===== src/rtl/hazard_pkg.sv =====
// Shared types and constants for the pipeline hazard controller.
package hazard_pkg;

  typedef enum logic [1:0] {
    RUN            = 2'd0,
    HAZ            = 2'd1,
    MEM_WAIT       = 2'd2,
    MEM_WAIT_REDIR = 2'd3
  } state_t;

  localparam int unsigned REG_AW_DEF = 5;

  // addi x0, x0, 0: what IF/ID holds after a flush
  localparam logic [31:0] NOP_INSTR = 32'h0000_0013;

endpackage


===== src/rtl/hazard_detect.sv =====
// Combinational detector for load-use and ID-stage branch-operand hazards.
module hazard_detect #(
  parameter int unsigned REG_AW = 5
) (
  input  logic [REG_AW-1:0] IF_ID_rs1,
  input  logic [REG_AW-1:0] IF_ID_rs2,
  input  logic              ID_uses_rs1,
  input  logic              ID_uses_rs2,
  input  logic              ID_ctrl,
  input  logic [REG_AW-1:0] ID_EX_rd,
  input  logic              ID_EX_regwrite,
  input  logic              ID_EX_memread,
  input  logic [REG_AW-1:0] EX_MEM_rd,
  input  logic              EX_MEM_memread,
  output logic              hazard
);

  logic live_rs1, live_rs2;
  logic match_ex, match_mem;

  // x0 never carries a dependency, so a zero source is never live
  assign live_rs1  = ID_uses_rs1 && (IF_ID_rs1 != '0);
  assign live_rs2  = ID_uses_rs2 && (IF_ID_rs2 != '0);

  assign match_ex  = (live_rs1 && (ID_EX_rd == IF_ID_rs1)) ||
                     (live_rs2 && (ID_EX_rd == IF_ID_rs2));
  assign match_mem = (live_rs1 && (EX_MEM_rd == IF_ID_rs1)) ||
                     (live_rs2 && (EX_MEM_rd == IF_ID_rs2));

  assign hazard = (ID_EX_memread && match_ex) ||
                  (ID_ctrl && ((ID_EX_regwrite && match_ex) ||
                               (EX_MEM_memread && match_mem)));

endmodule


===== src/rtl/hazard_controller.sv =====
// Stall/flush sequencer for the 5-stage pipeline.
// Define HAZARD_CTRL_PERF_EN to build the saturating performance counters.
module hazard_controller
  import hazard_pkg::*;
#(
  parameter int unsigned REG_AW = REG_AW_DEF,
  parameter int unsigned CNT_W  = 32
) (
  input  logic              clk,
  input  logic              rst_n,
  input  logic [REG_AW-1:0] IF_ID_rs1,
  input  logic [REG_AW-1:0] IF_ID_rs2,
  input  logic              ID_uses_rs1,
  input  logic              ID_uses_rs2,
  input  logic              ID_ctrl,
  input  logic [REG_AW-1:0] ID_EX_rd,
  input  logic              ID_EX_regwrite,
  input  logic              ID_EX_memread,
  input  logic [REG_AW-1:0] EX_MEM_rd,
  input  logic              EX_MEM_memread,
  input  logic              redirect,
  input  logic              icache_stall,
  input  logic              dcache_stall,
  output logic              pc_en,
  output logic              IF_ID_en,
  output logic              ID_EX_en,
  output logic              EX_MEM_en,
  output logic              MEM_WB_en,
  output logic              pc_redirect,
  output logic              IF_ID_flush,
  output logic              ID_EX_bubble,
  output logic [CNT_W-1:0]  cnt_load_stall,
  output logic [CNT_W-1:0]  cnt_mem_stall,
  output logic [CNT_W-1:0]  cnt_flush
);

  state_t state_q, state_nxt;
  logic   hazard, mem_stall, redir_pend, redir_eff;

  hazard_detect #(.REG_AW(REG_AW)) u_detect (
    .IF_ID_rs1      (IF_ID_rs1),
    .IF_ID_rs2      (IF_ID_rs2),
    .ID_uses_rs1    (ID_uses_rs1),
    .ID_uses_rs2    (ID_uses_rs2),
    .ID_ctrl        (ID_ctrl),
    .ID_EX_rd       (ID_EX_rd),
    .ID_EX_regwrite (ID_EX_regwrite),
    .ID_EX_memread  (ID_EX_memread),
    .EX_MEM_rd      (EX_MEM_rd),
    .EX_MEM_memread (EX_MEM_memread),
    .hazard         (hazard)
  );

  assign mem_stall  = icache_stall | dcache_stall;
  assign redir_pend = (state_q == MEM_WAIT_REDIR);
  assign redir_eff  = redirect | redir_pend;

  always_ff @(posedge clk) begin
    if (!rst_n) state_q <= RUN;
    else        state_q <= state_nxt;
  end

  always_comb begin
    pc_en        = 1'b0;
    IF_ID_en     = 1'b0;
    ID_EX_en     = 1'b0;
    EX_MEM_en    = 1'b0;
    MEM_WB_en    = 1'b0;
    pc_redirect  = 1'b0;
    IF_ID_flush  = 1'b0;
    ID_EX_bubble = 1'b0;
    state_nxt    = RUN;
    if (rst_n) begin
      if (mem_stall) begin
        // a redirect arriving while frozen must survive until the stall ends
        state_nxt = redir_eff ? MEM_WAIT_REDIR : MEM_WAIT;
      end else if (redir_eff) begin
        {pc_en, IF_ID_en, ID_EX_en, EX_MEM_en, MEM_WB_en} = '1;
        pc_redirect  = 1'b1;
        IF_ID_flush  = 1'b1;
        ID_EX_bubble = 1'b1;
      end else if (hazard) begin
        ID_EX_en     = 1'b1;
        EX_MEM_en    = 1'b1;
        MEM_WB_en    = 1'b1;
        ID_EX_bubble = 1'b1;
        state_nxt    = HAZ;
      end else begin
        {pc_en, IF_ID_en, ID_EX_en, EX_MEM_en, MEM_WB_en} = '1;
      end
    end
  end

`ifdef HAZARD_CTRL_PERF_EN
  logic [CNT_W-1:0] load_q, mem_q, flush_q;

  always_ff @(posedge clk) begin
    if (!rst_n) begin
      load_q  <= '0;
      mem_q   <= '0;
      flush_q <= '0;
    end else begin
      if (mem_stall && mem_q != '1)
        mem_q <= mem_q + CNT_W'(1);
      if (!mem_stall && redir_eff && flush_q != '1)
        flush_q <= flush_q + CNT_W'(1);
      if (!mem_stall && !redir_eff && hazard && load_q != '1)
        load_q <= load_q + CNT_W'(1);
    end
  end

  assign cnt_load_stall = load_q;
  assign cnt_mem_stall  = mem_q;
  assign cnt_flush      = flush_q;
`else
  assign cnt_load_stall = '0;
  assign cnt_mem_stall  = '0;
  assign cnt_flush      = '0;
`endif

endmodule


===== config.mk =====
export PLATFORM = sky130hd
export DESIGN_NAME = hazard_controller
export DESIGN_NICKNAME = d
export VERILOG_FILES = /design/src/rtl/hazard_pkg.sv /design/src/rtl/hazard_detect.sv /design/src/rtl/hazard_controller.sv
export SDC_FILE = /design/constraint.sdc
export NUM_CORES = 1
export LEC_CHECK = 0
export CORE_MARGIN = 4
export CORE_UTILIZATION = 25
export CTS_BUF_LIST = sky130_fd_sc_hd__clkbuf_8
export DETAILED_ROUTE_END_ITERATION = 10
export PLACE_DENSITY_LB_ADDON = 0.3
export SYNTH_ARGS = -nofsm -noshare
export SYNTH_HDL_FRONTEND = slang
export SYNTH_HIERARCHICAL = 1
export SYNTH_SLANG_ARGS = --single-unit

===== constraint.sdc =====
create_clock -name clk -period 1.6 [get_ports clk]
set_input_delay 0.16 -clock clk [delete_from_list [all_inputs] [get_ports clk]]
set_output_delay 0.16 -clock clk [all_outputs]
set_load 0.02 [all_outputs]

==> impl_metrics.toml <==
[status]
status = "complete, but fails checks"
violations = "negative setup slack"

[floorplanning]
initial_core_util = 0.2586
io_pins = 135
core_sq_um = 4384
die_area_sq_um = 5675
die_w_microns = 75.34
num_rows = 24
die_y_microns = 75.34

[routing]
wl_microns = 2508
final_antenna_net_count = 0
dr.pass1.iters = 4
remaining_drc_errors = 0
viasPerCell = 3.200
num_vias = 800
drtIter0Drc = 3
routedWlPerCell_microns = 10.03

[power_and_ir_drop]
seqPwrFrac = 0.081
peakVddDrop_mv = 0.2464
p_int_uw = 328.6
p_sw_frac = 0.5094
combPwrFrac = 0.612
powerDensity_nw_per_um2 = 504.6
pwr-share-clk = 0.306
p_sw_uw = 341.3
p_leak_uw = 0.0007342

[critical_path]
critPathCaptureType = "output port"
crit_start = "IF_ID_rs1[3]"
cp-start-kind = "input port"
critPathArrivalTime_ps = 1540
required_ps = 1440
worstPathCellList = "buf_8, buf_6, xor2_1, nor4_2, a22oi_2, o22ai_2, inv_1, a21oi_2, buf_6"
r2r_start = "state_q[1]"
cpPeakStageDelay_ps = 300
critPathTopFamily = "compound AO/OA/AOI/OAI gates"
worstSetupPathType = "input port to output port"
worstPathMaxFanout = 3
cpMostUsedCell = "buf_6"
reg2reg_slack_ps = 590
critical_path_buf_inv_count = 4
slowest_stage = "nor4_2"

[clocking]
clkLatencyLatePin_ps = 220
cts_root_buffer = "clkbuf_8"
cts_tree = "yes"
clockBufferDepth = 2
path_clk_slew_ps = 30
cts_sinks = 2
cts_max_level = 1
cts_buffers = 3

[yosys]
synth-seq-area-share = 0.03532
ys_warn_count = 6
muxShareOfSynthArea = 0.009934
ys_types = 17
syn_inst = 150
synth_compound_area_frac = 0.05188
ys_ff_latch = 2
synth-simple-area-share = 0.07616
avgSynthCellArea_sq_um = 7.557
yosysTopAreaCellShare = 0.6623
yosys.area_share.adder = 0
synth_top_family_by_area = "buffers and inverters"
netlist_area_sq_um = 1134
synth-xor-area-share = 0.1545
synthTopCellsByArea = "buf_4 66%, xor2_1 15%, dfxtp_1 3.5%"
yosys.area.top_type = "buf_4"

[run]
drv_cap = 0

[layout]
top_register = "state_q"
nets = 231
fin_area_sq_um = 1328
largest_register_ffs = 2
instances_no_fill = 250
nFillCells = 491
drive_gt1_frac = 0.2929
num_antenna_cells = 0
seqCellArea_sq_um = 40.04
multi_input_area_sq_um = 767.0
area_growth_pct = 17.11
largestRegisters = "state_q x2"

[sta]
setup_viol = 1
period_share = 1.064
clock.fmax_ghz = 0.5871
layout_setup_ws_ps = -103.2
skew_ps = 7.950
grt_setup_unrepaired = "true"
finalHoldViolations = 0
slew_violations = 0
whs_ps = 644.2
fin_crit_ps = 1703

[place]
hpwlAfterDp_microns = 2225
io_buffers = 38
dp.cells = 246
dpl_cell_area_sq_um = 1271
gp_congestion = 0.7186

[worst_hold_path]
min_from = "rst_n"
holdCritPathClass = "input port to flip-flop"

[global_route]
grt_max_degree = 5
grt_pass1_wl_microns = 3160
grt_overflow = 0
grt.total_usage = 0.07216
antenna_found_initial = 0
grt_pass1_vias = 721
cells in the final DEF, fill, tap and decap left out:
| cell | n |
|---|---|
| o22ai_2 | 1 |
| nor2_1 | 5 |
| clkdlybuf4s50_1 | 6 |
| or4_1 | 2 |
| nor4_2 | 3 |
| buf_2 | 15 |
| buf_6 | 8 |
| o21ai_1 | 1 |
| inv_1 | 2 |
| xor2_2 | 4 |
| nor4_1 | 1 |
| nand2_1 | 1 |
| or3b_4 | 1 |
| xor2_1 | 16 |
| dfxtp_1 | 2 |
| a22oi_2 | 1 |
| and4bb_2 | 1 |
| clkbuf_8 | 3 |
| clkdlybuf4s15_1 | 3 |
| conb_1 | 96 |
| o21ai_2 | 1 |
| mux2_2 | 1 |
| dlygate4sd2_1 | 2 |
| a22oi_1 | 1 |
| buf_4 | 10 |
| a21oi_1 | 1 |
| clkdlybuf4s15_2 | 3 |
| clkbuf_2 | 2 |
| o21a_1 | 1 |
| a21oi_2 | 3 |
| buf_8 | 1 |
worst min-delay path: stages:
cell             delay (ps)
clkdlybuf4s50_1         410
buf_4                   140
o21a_1                  100
cell type report:
type	count	area share
multi-input cells	141	0.5778
repair buffers	50	0.3063
clock buffers	3	0.03110
inverters	2	0.005655
flip-flops and latches	2	0.03016
well taps	52	0.04901
timing repair:
item,in CTS,in global routing
hold buffers,0,0
resized for setup,123,16
pin swaps,21,12
cloned,0,0
setup endpoints to repair,9,7
buffers inserted,1,0
path summary, 6_finish.rpt:
kind / end / cells past startpoint
max: ID_EX_bubble / 9
min: state_q[1] / 3
max reg2reg: state_q[0] / 3
min reg2reg: state_q[0] / 3
routing by layer:
metal / part of all wire / wire, microns / vias to the layer above / global-route usage
li1: - / - / 375 / -
met1: 0.33 / 832 / 353 / 0.08558
met2: 0.53 / 1333 / 72 / 0.1246
met3: 0.14 / 341 / 0 / 0.02507
met4: 0 / 0 / 0 / 0.01748
met5: 0 / 0 / - / 0
power by group through the flow:
stage / registers, uW / clock network, uW / logic (uW)
final: 54.5 / 205 / 410
after global routing: 55.3 / 223 / 445
after CTS: 54.5 / 216 / 394
after detailed placement: 55.1 / 0 / 399
after global placement: 54.9 / 0 / 399
after floorplan: 54.8 / 0 / 446
synthesized netlist by cell type (all sizes together):
| library cell | count |
|---|---|
| o21ai | 2 |
| nor2 | 5 |
| a22oi | 2 |
| and4bb | 1 |
| nor4 | 4 |
| mux2 | 1 |
| nand2 | 1 |
| or3b | 1 |
| inv | 2 |
| conb | 1 |
| buf | 100 |
| o21a | 1 |
| o22ai | 1 |
| a21oi | 4 |
| or4 | 2 |
| xor2 | 20 |
| dfxtp | 2 |
cell families (layout without fill, tap and decap cells):
kind of cell / count (synthesis) / count (layout)
buffers and inverters: 102 / 55
XOR/XNOR: 20 / 20
AND/OR/NAND/NOR: 14 / 14
AO/OA/AOI/OAI: 10 / 10
flip-flops: 2 / 2
other: 1 / 96
multiplexers: 1 / 1
through the flow:
stage	util	setup TNS [ps]	power, uW	setup WS (ps)
2_1_floorplan	-	0	500.4	48.03
3_3_place_gp	0.2900	-4706	454.2	-934.2
3_5_place_dp	0.2900	-4590	453.9	-935.6
4_1_cts	0.3014	-50.17	664.5	-50.09
5_1_grt	0.3028	-287.4	722.7	-172.5
6_report	0.3028	-103.2	669.9	-103.2
No activity file was read; power rests on OpenSTA's default activity.
